$ cat src/rtl/e203_longp_pkg.sv
// Shared widths and the completion-table entry layout for the long-pipe
// completion collector.
package e203_longp_pkg;

  localparam int XLEN    = 32;
  localparam int RFIDX_W = 5;
  localparam int FLAGS_W = 5;

  // One slot of the in-order completion table.
  typedef struct packed {
    logic               alloc;  // slot holds a dispatched, unretired instruction
    logic               done;   // result has been captured
    logic [RFIDX_W-1:0] rdidx;  // destination register index
    logic               rdfpu;  // destination is the FPU register file
    logic [XLEN-1:0]    wdat;   // result data
    logic [FLAGS_W-1:0] flags;  // exception/FP flags (LSU always writes zero)
  } longp_entry_t;

  // Fully cleared slot, used at reset.
  function automatic longp_entry_t longp_entry_clear();
    longp_entry_t e;
    e = '0;
    return e;
  endfunction

endpackage

$ cat src/rtl/e203_exu_longp_ptr.sv
// Circular table pointer with an extra wrap bit above the index bits, so
// that equal indices can be told apart as "empty" or "full".
module e203_exu_longp_ptr
  import e203_longp_pkg::*;
#(
  parameter int ITAG_W = 1
) (
  input  logic            clk,
  input  logic            rst_n,
  input  logic            inc_i,
  output logic [ITAG_W:0] ptr_o
);

  localparam logic [ITAG_W:0] PTR_ONE  = {{ITAG_W{1'b0}}, 1'b1};
  localparam logic [ITAG_W:0] PTR_ZERO = {(ITAG_W+1){1'b0}};

  logic [ITAG_W:0] ptr_q;
  logic [ITAG_W:0] ptr_d;

  // Advance by one when enabled; the MSB toggles every time the index wraps.
  always_comb begin
    ptr_d = ptr_q;
    if (inc_i) begin
      ptr_d = ptr_q + PTR_ONE;
    end else begin
      ptr_d = ptr_q;
    end
  end

  // Pointer register, cleared asynchronously.
  always_ff @(posedge clk or negedge rst_n) begin
    if (!rst_n) begin
      ptr_q <= PTR_ZERO;
    end else begin
      ptr_q <= ptr_d;
    end
  end

  assign ptr_o = ptr_q;

endmodule

$ cat src/rtl/e203_exu_longp_cplt.sv
// In-order completion collector for long-pipe instructions (LSU, MULDIV).
// Dispatch allocates a tag, the two sources complete out of order into a
// tag-indexed table, and results leave strictly in dispatch order.
module e203_exu_longp_cplt #(
  parameter int OITF_DEPTH = 2,
  parameter int ITAG_W     = 1,
  parameter int XLEN       = e203_longp_pkg::XLEN,
  parameter int RFIDX_W    = e203_longp_pkg::RFIDX_W
) (
  input  logic               clk,
  input  logic               rst_n,

  input  logic               disp_valid,
  output logic               disp_ready,
  input  logic [RFIDX_W-1:0] disp_rdidx,
  input  logic               disp_rdfpu,
  output logic [ITAG_W-1:0]  disp_itag,

  input  logic               lsu_cplt_valid,
  output logic               lsu_cplt_ready,
  input  logic [ITAG_W-1:0]  lsu_cplt_itag,
  input  logic [XLEN-1:0]    lsu_cplt_wdat,

  input  logic               mdv_cplt_valid,
  output logic               mdv_cplt_ready,
  input  logic [ITAG_W-1:0]  mdv_cplt_itag,
  input  logic [XLEN-1:0]    mdv_cplt_wdat,
  input  logic [4:0]         mdv_cplt_flags,

  output logic               longp_wbck_o_valid,
  input  logic               longp_wbck_o_ready,
  output logic [XLEN-1:0]    longp_wbck_o_wdat,
  output logic [4:0]         longp_wbck_o_flags,
  output logic [RFIDX_W-1:0] longp_wbck_o_rdidx,
  output logic               longp_wbck_o_rdfpu,

  output logic               oitf_empty
);

  import e203_longp_pkg::*;

  logic [ITAG_W:0]   wptr_s;
  logic [ITAG_W:0]   rptr_s;
  logic [ITAG_W-1:0] widx_s;
  logic [ITAG_W-1:0] ridx_s;
  logic              full_s;
  logic              empty_s;
  logic              disp_fire_s;
  logic              wbck_fire_s;
  logic              lsu_hit_s;
  logic              mdv_collide_s;
  logic              mdv_hit_s;
  longp_entry_t      head_s;

  longp_entry_t      entry_q [OITF_DEPTH];
  longp_entry_t      entry_d [OITF_DEPTH];

  // Write pointer: advances on every accepted dispatch.
  e203_exu_longp_ptr #(.ITAG_W(ITAG_W)) u_wptr (
    .clk   (clk),
    .rst_n (rst_n),
    .inc_i (disp_fire_s),
    .ptr_o (wptr_s)
  );

  // Read pointer: advances on every retired result.
  e203_exu_longp_ptr #(.ITAG_W(ITAG_W)) u_rptr (
    .clk   (clk),
    .rst_n (rst_n),
    .inc_i (wbck_fire_s),
    .ptr_o (rptr_s)
  );

  assign widx_s  = wptr_s[ITAG_W-1:0];
  assign ridx_s  = rptr_s[ITAG_W-1:0];
  assign empty_s = (wptr_s == rptr_s);
  assign full_s  = (widx_s == ridx_s) && (wptr_s[ITAG_W] != rptr_s[ITAG_W]);

  assign disp_ready  = ~full_s;
  assign disp_itag   = widx_s;
  assign oitf_empty  = empty_s;
  assign disp_fire_s = disp_valid & ~full_s;

  // LSU always wins a same-tag collision, so it never needs to stall.
  assign lsu_cplt_ready = 1'b1;
  assign mdv_collide_s  = lsu_cplt_valid & mdv_cplt_valid & (lsu_cplt_itag == mdv_cplt_itag);
  assign mdv_cplt_ready = ~mdv_collide_s;

  // A completion only lands on a slot that is allocated and still pending;
  // anything else is accepted and silently dropped.
  assign lsu_hit_s = lsu_cplt_valid
                   & entry_q[lsu_cplt_itag].alloc & ~entry_q[lsu_cplt_itag].done;
  assign mdv_hit_s = mdv_cplt_valid & ~mdv_collide_s
                   & entry_q[mdv_cplt_itag].alloc & ~entry_q[mdv_cplt_itag].done;

  // Head slot drives the writeback port straight from table registers, so a
  // captured result shows up one cycle after its completion and stays put.
  assign head_s             = entry_q[ridx_s];
  assign longp_wbck_o_valid = head_s.alloc & head_s.done;
  assign longp_wbck_o_wdat  = head_s.wdat;
  assign longp_wbck_o_flags = head_s.flags;
  assign longp_wbck_o_rdidx = head_s.rdidx;
  assign longp_wbck_o_rdfpu = head_s.rdfpu;
  assign wbck_fire_s        = longp_wbck_o_valid & longp_wbck_o_ready;

  // Per-slot next state. The cases are mutually exclusive: a retiring slot is
  // already done (completions drop), a dispatch target is unallocated
  // (completions drop), and a colliding MULDIV completion is refused.
  always_comb begin
    for (int i = 0; i < OITF_DEPTH; i++) begin
      entry_d[i] = entry_q[i];
      if (wbck_fire_s && (ridx_s == ITAG_W'(i))) begin
        entry_d[i].alloc = 1'b0;
        entry_d[i].done  = 1'b0;
      end else if (disp_fire_s && (widx_s == ITAG_W'(i))) begin
        entry_d[i].alloc = 1'b1;
        entry_d[i].done  = 1'b0;
        entry_d[i].rdidx = disp_rdidx;
        entry_d[i].rdfpu = disp_rdfpu;
      end else if (lsu_hit_s && (lsu_cplt_itag == ITAG_W'(i))) begin
        entry_d[i].done  = 1'b1;
        entry_d[i].wdat  = lsu_cplt_wdat;
        entry_d[i].flags = 5'b00000;
      end else if (mdv_hit_s && (mdv_cplt_itag == ITAG_W'(i))) begin
        entry_d[i].done  = 1'b1;
        entry_d[i].wdat  = mdv_cplt_wdat;
        entry_d[i].flags = mdv_cplt_flags;
      end else begin
        entry_d[i] = entry_q[i];
      end
    end
  end

  // Completion table storage, fully cleared by the asynchronous reset.
  always_ff @(posedge clk or negedge rst_n) begin
    if (!rst_n) begin
      for (int i = 0; i < OITF_DEPTH; i++) begin
        entry_q[i] <= longp_entry_clear();
      end
    end else begin
      for (int i = 0; i < OITF_DEPTH; i++) begin
        entry_q[i] <= entry_d[i];
      end
    end
  end

endmodule

$ cat config.mk
export PLATFORM = sky130hd
export DESIGN_NAME = e203_exu_longp_cplt
export DESIGN_NICKNAME = d
export VERILOG_FILES = /design/src/rtl/e203_longp_pkg.sv /design/src/rtl/e203_exu_longp_ptr.sv /design/src/rtl/e203_exu_longp_cplt.sv
export SDC_FILE = /design/constraint.sdc
export NUM_CORES = 1
export LEC_CHECK = 0
export BUFFER_PORTS_ARGS = -buffer_cell sky130_fd_sc_hd__buf_2
export CAP_MARGIN = 10
export CORE_MARGIN = 2
export CORE_UTILIZATION = 58
export DETAILED_ROUTE_END_ITERATION = 12
export PLACE_DENSITY_LB_ADDON = 0.08
export SLEW_MARGIN = 40
export SYNTH_ARGS = -nofsm -noshare
export SYNTH_HDL_FRONTEND = slang
export SYNTH_HIERARCHICAL = 1
export SYNTH_SLANG_ARGS = --single-unit
$ cat constraint.sdc
create_clock -name clk -period 5.9 [get_ports clk]
set_clock_uncertainty 0.15 [all_clocks]
set_input_delay 0.295 -clock clk [delete_from_list [all_inputs] [get_ports clk]]
set_output_delay 0.295 -clock clk [all_outputs]
set_load 0.05 [all_outputs]
==> out/metrics.yaml, run 1 <==
synthesis:
  synth_enable_flop_cells: 0
  yosys_warnings: 6
  seq_area_frac_synth: 0.457
  synth.top_cells.by_area: "sky130_fd_sc_hd__dfrtp_1, sky130_fd_sc_hd__mux2_2, sky130_fd_sc_hd__mux2_4"
  synth_top_family_by_area: "multiplexers"
  netlist_area_um2: 5140
  async_flop_share: 1.00
  post-synth-top-area-fraction: 0.457
  yosys.area_share.adder: 0
  multiplexer_fraction_of_the_synthesized_cell_area: 0.440
  synth_ff_type: "sky130_fd_sc_hd__dfrtp_1"
  share_of_the_synthesized_netlist_area_taken_by_xor_and_xnor_gates: 0.0134
  netlist.top_cell.by_area: "sky130_fd_sc_hd__dfrtp_1"
  synth.net_count: 450
  synth_area_per_cell_um2: 14.0
  synth-compound-area-share: 0.00973
  ys_ff_latch: 94
  yosys.area_share.simple: 0.0394
  synth_cells: 367
  synth.lib_cells_used.distinct: 34
worst_setup_path:
  timing.critical_path.arrival_ns: 2.77
  timing_worst_setup_path_type: "flop to flop"
  reg_to_reg_slack_setup_ns: 3.22
  cp.required_ns: 5.99
  timing.critical_path.cells: "buf_4 -> a21oi_2 -> nor4bb_4 -> buf_4 -> mux2_2"
  worst_setup_path_start_kind: "flop"
  timing.critical_path.buf_inv: 2
  critPathMaxFanout: 50
  timing.critical_path.slowest_cell_delay_ns: 0.57
  critical_path.top_delay_family: "buffers and inverters"
  crit_slowest_cell: "sky130_fd_sc_hd__buf_4"
  end_kind: "flop"
  crit_path_frequent_cell: "sky130_fd_sc_hd__buf_4"
clock_network:
  clockBufferDepth: 2
  cts_made_buffers: 9
  ctsRootBufferMaster: "sky130_fd_sc_hd__clkbuf_8"
  clock_tree_from_tritoncts: "yes"
  clock_tree.htree_level_count: 3
  clkLatencyLatePin_ns: 0.34
  clock_sink_count: 94
  post_cts_buffers: 0
  clkTransAtPathRegs_ns: 0.09
sta:
  grt_setup_unrepaired: "false"
  timing.final.crit_period_ns: 2.68
  worst-slew-pin-transition_ns: 0.688
  setup_viol: 0
  report.final.hold_viol_count: 0
  fmax_ghz: 0.373
  relSlewSlack: 0.541
  worst_slack_ns: 3.22
  timing_max_transition_violations_final: 0
  setup_tns_ns: 0
  min_period_over_period: 0.455
grt:
  globalRouteOverflowTotal: 0
  grt.total_usage: 0.218
  grt_antenna_before_repair: 0
  global_route_wire_length_before_repair_um: 17000
  first_global_vias: 3472
  grt_max_degree: 65
die:
  fp.dieArea_um2: 9640
  core-area_um2: 8680
  fp-row-count: 34
  die_height_um: 98.2
  top_level_ports: 132
  fp.dieW_um: 98.2
  starting_density: 0.593
routing:
  met3WireLength_um: 508
  detail_route.vias_per_cell: 5.48
  drt-total-wl_um: 10300
  top_layer_used: "met4"
  drt_first_pass_iters: 4
  met2RoutedLength_um: 4990
  route.layer.met1.wl_um: 4640
  drt_iter0_markers: 89
  drc_errors: 0
  routed_wire_length_per_instance_um: 17.0
  detail-route-antenna-nets: 0
  num_vias: 3324
placed_design:
  preCtsSetupSlack_ns: 3.20
  buffer_ports.inserted: 130
  sum_of_net_half_perimeters_after_detailed_placement_um: 7070
  finalWeightedCongestion: 0.748
run:
  cap_violations: 0
finish:
  final_common_cell: "sky130_fd_sc_hd__mux2_2"
  combined_area_of_the_multi_input_logic_cells_um2: 2610
  n_antenna_cell: 0
  finish.net_count: 577
  layout.filler_cells: 666
  post_route_cells_drive_above_1_share: 0.635
  sequential_cell_area_um2: 2350
  syn2layout_area_growth_pct: 18.1
  most-common-layout-cells: "sky130_fd_sc_hd__mux2_2, sky130_fd_sc_hd__buf_2, sky130_fd_sc_hd__dfrtp_1, sky130_fd_sc_hd__mux2_1, sky130_fd_sc_hd__mux2_4"
worst_hold_path:
  hp-class: "input pin to flop"
outcome:
  result_of_the_run: "finished clean"
## state kept, by name, summed over array words and instances, names as in the netlist
| name | count |
|---|---|
| u_rptr/ptr_o | 2 |
| u_wptr/ptr_o | 2 |
| entry_q | 90 |
## per-layer routing
metal | vias up | global-route usage
li1 | 1556 | -
met1 | 1656 | 0.299
met2 | 94 | 0.359
met3 | 18 | 0.0372
met4 | 0 | 0.0685
met5 | - | 0
## Yosys cell counts, drive strengths merged, types with 2 or more instances
cell type,count
xnor2,4
nor2b,6
buf,21
inv,6
nand2b,5
nor2,4
nand2,11
xor2,3
mux2i,5
o21ai,2
mux2,188
dfrtp,94
and2,2
a21oi,4
nand3,2
## timing repair
action,4_1_cts,5_1_grt
hold buffers,1,0
resized for setup,0,0
setup endpoints to repair,0,0
endpoints found under the hold margin,30,0
## area by class of cell
type / count / share of cell area
Multi-Input combinational cell: 245 / 0.429
Sequential cell: 94 / 0.388
Timing Repair Buffer: 138 / 0.123
Clock buffer: 10 / 0.0227
Tap cell: 108 / 0.0223
Clock inverter: 6 / 0.0113
Inverter: 6 / 0.00371
## logic make-up (layout without fill, tap and decap cells)
kind of cell,Yosys count,count (layout)
multiplexers,193,193
buffers and inverters,28,160
other,1,1
AND/OR/NAND/NOR,36,36
AO/OA/AOI/OAI,8,8
XOR/XNOR,7,7
flip-flops,94,94
## stage by stage
stage / hold WS, ns / instances / utilization / cell area (um^2)
after global placement: 0.109 / 587 / 0.668 / 5800
after CTS: 0.0288 / 607 / 0.699 / 6070
final: 0.0358 / 607 / 0.700 / 6070
after floorplan: -0.151 / 367 / - / 5140
after detailed placement: 0.108 / 590 / 0.674 / 5850
after global routing: 0.0397 / 607 / 0.700 / 6070
## path summary, 6_finish.rpt
| path | depth (start not counted) | end | from |
|---|---|---|---|
| min in group asynchronous | 2 | entry_q[14] | rst_n |
| worst min register to register | 1 | entry_q[78] | entry_q[78] |
| worst max register to register | 5 | entry_q[10] | u_rptr/ptr_o[0] |
| max in group asynchronous | 3 | entry_q[13] | rst_n |
| worst min-delay path | 2 | entry_q[85] | disp_rdidx[2] |
| worst max-delay path | 5 | entry_q[10] | u_rptr/ptr_o[0] |
Power of run 1 is not shown: default switching activity piles up to over one toggle a cycle in this logic, so the estimate is an artifact.
==> inputs of run 2 (changes only) <==
Settings changed: CORE_UTILIZATION 58 to 54.
Clock period 5.9 ns to 2.8 ns, I/O delays scaled along.
==> run 2 against run 1 <==
Compared with the run above:
- the flow now finishes with violations (negative hold slack)
- wire length increased by 15%
- die area is 7.1% higher
- setup slack worse by 3.0 ns
- critical path depth up 1
- sequential cell count stayed put
- global-route usage is 2.2 points higher
- via count up 12%
- worst hold slack worse by 0.038 ns
- fmax increased by 2.1%
==> out/metrics.yaml, run 2 (synthesis results as in run 1) <==
routing:
  drt-total-wl_um: 11900
  num_vias: 3737
  drc_errors: 0
  detail_route.vias_per_cell: 5.18
  detail-route-antenna-nets: 0
  routed_wire_length_per_instance_um: 16.5
  drt_first_pass_iters: 4
  drt_iter0_markers: 115
finish:
  finish.net_count: 670
  combined_area_of_the_multi_input_logic_cells_um2: 2600
  final_common_cell: "sky130_fd_sc_hd__mux2_2"
  most-common-layout-cells: "sky130_fd_sc_hd__mux2_2, sky130_fd_sc_hd__buf_2, sky130_fd_sc_hd__dfrtp_1, sky130_fd_sc_hd__dlygate4sd3_1, sky130_fd_sc_hd__mux2_1"
  largest_register: "entry_q"
  n_antenna_cell: 0
  largest_reg_flops: 90
  postLayoutCellArea_um2: 7010
  layout.filler_cells: 611
  post_route_cells_drive_above_1_share: 0.539
  sequential_cell_area_um2: 2350
  syn2layout_area_growth_pct: 36.4
power:
  p_leak_nw: 3.18
  worst_ir_drop_vdd_uv: 1150
  design_power_total_mw: 8.44
  power-per-cell-area_nw_per_um2: 1200
placed_design:
  sum_of_net_half_perimeters_after_detailed_placement_um: 7380
  finalWeightedCongestion: 0.760
  dpl_cell_area_um2: 5920
  preCtsSetupSlack_ns: 0.614
  buffer_ports.inserted: 130
sta:
  setup_tns_ns: 0
  timing_max_transition_violations_final: 0
  report.final.hold_viol_count: 1
  worst_slack_ns: 0.171
  min_period_over_period: 0.939
  fin_worst_hold_slack_ns: -0.00264
  fmax_ghz: 0.380
  timing.final.crit_period_ns: 2.63
  grt_setup_unrepaired: "false"
  setup_viol: 0
  worst-slew-pin-transition_ns: 0.590
  relSlewSlack: 0.606
die:
  core-area_um2: 9240
  fp-row-count: 35
  die_height_um: 102
  fp.dieW_um: 102
  starting_density: 0.557
  fp.dieArea_um2: 10300
  top_level_ports: 132
grt:
  global_route_wire_length_before_repair_um: 19100
  globalRouteOverflowTotal: 0
  grt_max_degree: 41
  grt.total_usage: 0.240
  grt_antenna_before_repair: 0
  first_global_vias: 3967
worst_setup_path:
  timing.critical_path.slowest_cell_delay_ns: 0.59
  end_kind: "flop"
  crit_slowest_cell: "sky130_fd_sc_hd__dlygate4sd3_1"
  worst_setup_path_start_kind: "flop"
  reg2regPathDepth: 6
  cp.required_ns: 2.90
  timing.critical_path.arrival_ns: 2.73
  critPathMaxFanout: 33
  timing.critical_path.cells: "nand2b_1 -> nor2_4 -> buf_12 -> mux2_2 -> dlygate4sd3_1 -> mux2_1"
  timing_worst_setup_path_type: "flop to flop"
outcome:
  violations: "negative hold slack"
  result_of_the_run: "complete, but fails checks"
clock_network:
  clock_tree.htree_level_count: 3
  clkLatencyLatePin_ns: 0.36
  clockBufferDepth: 2
  cts_made_buffers: 9
  cts-resized-gates: 0
  clock_sink_count: 94
  ctsRootBufferMaster: "sky130_fd_sc_hd__clkbuf_8"
  clock_tree_from_tritoncts: "yes"
  clkTransAtPathRegs_ns: 0.10
worst_hold_path:
  worst_hold_path.num_cells: 3
  hp-class: "input pin to flop"
run:
  cap_violations: 0
## run 2: repair_timing
item / CTS / global route
buffers inserted: 0 / 0
hold buffers: 89 / 2
hold endpoints to repair: 141 / 2
## run 2: metrics by stage
stage / hold WS (ns) / instances / utilization
floorplan: -0.306 / 367 / -
global placement: -0.0372 / 614 / 0.640
detailed placement: -0.0384 / 614 / 0.640
CTS: 0.0000483 / 719 / 0.757
global route: 0.000128 / 721 / 0.759
finish: -0.00264 / 721 / 0.759
## run 2: worst paths after layout
| kind | end | from | slack [ns] |
|---|---|---|---|
| min in group asynchronous | entry_q[59] | rst_n | 0.10 |
| max | entry_q[66] | entry_q[88] | 0.17 |
| max in group asynchronous | u_rptr/ptr_o[0] | rst_n | 1.68 |
| min | entry_q[77] | mdv_cplt_wdat[27] | -0.003 |
| min reg2reg | entry_q[52] | entry_q[52] | 0.35 |
| max reg2reg | entry_q[66] | entry_q[88] | 0.17 |
## run 2: per-layer routing
layer  share of wire  global-route usage  wire (um)  vias to the layer above
met5               0                   0          0                        -
met4           0.022              0.0925        265                        0
met3           0.034              0.0359        398                       17
met2            0.50               0.406       5910                       88
met1            0.45               0.314       5310                     1876
li1                -                   -          -                     1756
## run 2: layout make-up
type / instances / share of cell area
flip-flops and latches: 94 / 0.336
clock inverters: 5 / 0.00607
clock buffers: 11 / 0.0202
repair buffers: 231 / 0.241
multi-input cells: 245 / 0.371
inverters: 6 / 0.00321
well taps: 129 / 0.0230
## run 2: worst max-delay path: cells and delay by family, from the launching register on
| family | cells | cell delay (ns) |
|---|---|---|
| and+or+nand+nor | 2 | 0.44 |
| buffers and inverters | 2 | 0.84 |
| DFF | 1 | 0.42 |
| muxes | 2 | 0.67 |
## run 2: power by group
group / internal, mW / leakage [nW] / total, mW / switching (mW)
Clock: 0.358 / 0.0905 / 0.862 / 0.504
Combinational: 2.00 / 1.98 / 5.11 / 3.10
Sequential: 2.06 / 1.11 / 2.47 / 0.414
(Power assumes the default switching activity.)
==> inputs of run 3 (changes only) <==
Settings changed: ABC_AREA set to 1, CAP_MARGIN 10 to 15.
==> run 3 against run 2 <==
Compared with the run above:
- the flow now finishes without violations
- synthesized area rose by 1.4%
- sequential share of layout area is 2.8 points higher
- synthesized cell count up 110%
- fmax is 12% higher
- non-clock buffer count is 50 lower
- combinational power shrank 13%
- die area up 1.4%
- critical path type is now flop to primary output
- largest cell class unchanged
==> out/metrics.yaml, run 3 <==
grt:
  global_route_wire_length_before_repair_um: 22700
  grt.total_usage: 0.275
  globalRouteOverflowTotal: 0
  first_global_vias: 4959
  grt_max_degree: 62
  grt_antenna_before_repair: 0
routing:
  routed_wire_length_per_instance_um: 13.4
  drt-total-wl_um: 14000
  detail-route-antenna-nets: 0
  drc_errors: 0
  drt_first_pass_iters: 5
  drt_iter0_markers: 288
  num_vias: 5336
  detail_route.vias_per_cell: 5.13
finish:
  final_common_cell: "sky130_fd_sc_hd__nand2_1"
  largest_reg_flops: 90
  finish.net_count: 992
  n_antenna_cell: 0
  layout.filler_cells: 832
  sequential_cell_area_um2: 2350
  most-common-layout-cells: "sky130_fd_sc_hd__nand2_1, sky130_fd_sc_hd__buf_2, sky130_fd_sc_hd__dfrtp_1, sky130_fd_sc_hd__nand3_1, sky130_fd_sc_hd__o21ai_0"
  post_route_cells_drive_above_1_share: 0.183
  syn2layout_area_growth_pct: 24.1
  largest_register: "entry_q"
  combined_area_of_the_multi_input_logic_cells_um2: 2380
  stdcell_count: 1041
outcome:
  result_of_the_run: "finished clean"
worst_setup_path:
  timing_worst_setup_path_type: "flop to primary output"
  reg_to_reg_slack_setup_ns: 0.60
  timing.critical_path.cells: "buf_4 -> inv_2 -> buf_4 -> nand2_1 -> nand2_1 -> buf_2"
  reg2regPathDepth: 7
  worstReg2RegStart: "u_wptr/ptr_o[0]"
  worst_setup_path_start_kind: "flop"
  critPathMaxFanout: 28
  timing.critical_path.slowest_cell_delay_ns: 0.42
  worstReg2RegEnd: "entry_q[5]"
  cp.required_ns: 2.51
  timing.critical_path.arrival_ns: 2.06
  end_kind: "primary output"
  critical_path.top_delay_family: "buffers and inverters"
  crit_slowest_cell: "sky130_fd_sc_hd__dfrtp_2"
  timing.critical_path.buf_inv: 4
die:
  die_height_um: 102
  fp.dieW_um: 102
  fp.dieArea_um2: 10500
  starting_density: 0.559
  fp-row-count: 35
  top_level_ports: 132
  core-area_um2: 9330
sta:
  grt_setup_unrepaired: "false"
  setup_viol: 0
  report.final.hold_viol_count: 0
  setup_tns_ns: 0
  timing.final.crit_period_ns: 2.35
  worst-slew-pin-transition_ns: 0.576
  timing_max_transition_violations_final: 0
  relSlewSlack: 0.616
  min_period_over_period: 0.841
  fmax_ghz: 0.425
clock_network:
  clkTransAtPathRegs_ns: 0.08
  clock_tree_from_tritoncts: "yes"
  clockBufferDepth: 2
  ctsRootBufferMaster: "sky130_fd_sc_hd__clkbuf_8"
  post_cts_buffers: 0
  cts_hold_repair_buffers: 34
  cts_made_buffers: 9
  cts-resized-gates: 0
  clkLatencyLatePin_ns: 0.35
  clock_tree.htree_level_count: 3
  clock_sink_count: 94
synthesis:
  ys_ff_latch: 94
  synth.lib_cells_used.distinct: 21
  synth_ff_type: "sky130_fd_sc_hd__dfrtp_1"
  post-synth-top-area-fraction: 0.451
  synth.top_cells.by_area: "sky130_fd_sc_hd__dfrtp_1, sky130_fd_sc_hd__nand2_1, sky130_fd_sc_hd__nand3_1"
  synth.top_cells.by_count: "sky130_fd_sc_hd__nand2_1, sky130_fd_sc_hd__dfrtp_1, sky130_fd_sc_hd__nand3_1"
  netlist_area_um2: 5220
  synth.net_count: 850
  seq_area_frac_synth: 0.451
  synth_enable_flop_cells: 0
  netlist.top_cell.by_area: "sky130_fd_sc_hd__dfrtp_1"
  yosysMostFrequentCell: "sky130_fd_sc_hd__nand2_1"
  async_flop_share: 1.00
  synth_cells: 767
  synth_area_per_cell_um2: 6.80
  yosys_warnings: 6
worst_hold_path:
  worst_hold_path.num_cells: 5
  hp-class: "input pin to flop"
  timing.hold.worst_endpoint: "entry_q[78]"
  hold_start: "mdv_cplt_wdat[28]"
power:
  power-per-cell-area_nw_per_um2: 1210
  p_leak_nw: 3.87
  worst_ir_drop_vdd_uv: 568
placed_design:
  dp.cells: 993
  finalWeightedCongestion: 0.811
  sum_of_net_half_perimeters_after_detailed_placement_um: 9180
  buffer_ports.inserted: 130
run:
  cap_violations: 0
[run 3: worst max path at each step]
stage                            end  cells after the start            start  slack (ns)
6_report       longp_wbck_o_flags[3]                      6  u_rptr/ptr_o[0]        0.45
5_1_grt        longp_wbck_o_flags[3]                      6  u_rptr/ptr_o[0]        0.33
2_1_floorplan            entry_q[10]                      8  u_wptr/ptr_o[0]        0.71
4_1_cts        longp_wbck_o_flags[3]                      6  u_rptr/ptr_o[0]        0.43
3_3_place_gp             entry_q[82]                      5  u_rptr/ptr_o[0]        0.73
3_5_place_dp             entry_q[27]                      7  u_wptr/ptr_o[0]        0.63
[run 3: logic make-up (layout without fill, tap and decap cells)]
logic type	count (synthesis)	after routing	share of synthesized area
AOI/OAI and AO/OA	79	79	0.0768
xor gates and xnor gates	2	2	0.00336
buffers and inverters	108	253	0.0935
DFF	94	94	0.451
other	1	1	0.000719
and+or+nand+nor	483	483	0.375
[run 3: layout make-up]
type / instances / share of cell area
clock buffers: 10 / 0.0197
clock inverters: 4 / 0.0151
inverters: 58 / 0.0336
multi-input cells: 565 / 0.367
flip-flops and latches: 94 / 0.364
well taps: 129 / 0.0249
repair buffers: 181 / 0.176
[run 3: worst reg2reg max path, cell delays in order, from the launching register on]
cell	delay (ns)
sky130_fd_sc_hd__dfrtp_1	0.48
sky130_fd_sc_hd__xnor2_1	0.21
sky130_fd_sc_hd__nand2_2	0.15
sky130_fd_sc_hd__nand3_2	0.37
sky130_fd_sc_hd__nand2_1	0.19
sky130_fd_sc_hd__buf_4	0.39
sky130_fd_sc_hd__nand2_1	0.12
sky130_fd_sc_hd__nand2_1	0.08
[run 3: routing by layer]
layer	vias to the layer above	share of wire	track usage	wire [um]
met5	-	0	0	0
met4	0	0.016	0.0862	224
met3	20	0.066	0.0321	928
met2	196	0.48	0.476	6770
met1	2460	0.43	0.364	6060
li1	2660	-	-	-
[run 3: through the flow]
stage | hold WS (ns) | cell area (um^2) | power, mW | setup WS [ns] | utilization
after floorplan | -0.306 | 5220 | 5.73 | 0.705 | -
final | 0.00848 | 6470 | 7.84 | 0.445 | 0.694
after global placement | 0.116 | 5900 | 6.66 | 0.734 | 0.633
after CTS | 0.000191 | 6470 | 7.86 | 0.426 | 0.693
after detailed placement | 0.121 | 5900 | 6.77 | 0.628 | 0.633
after global routing | 0.0190 | 6470 | 8.37 | 0.327 | 0.694
[run 3: power by group]
| part | internal [mW] | switching, mW |
|---|---|---|
| clock network | 0.584 | 0.455 |
| logic | 1.09 | 3.36 |
| registers | 1.99 | 0.369 |
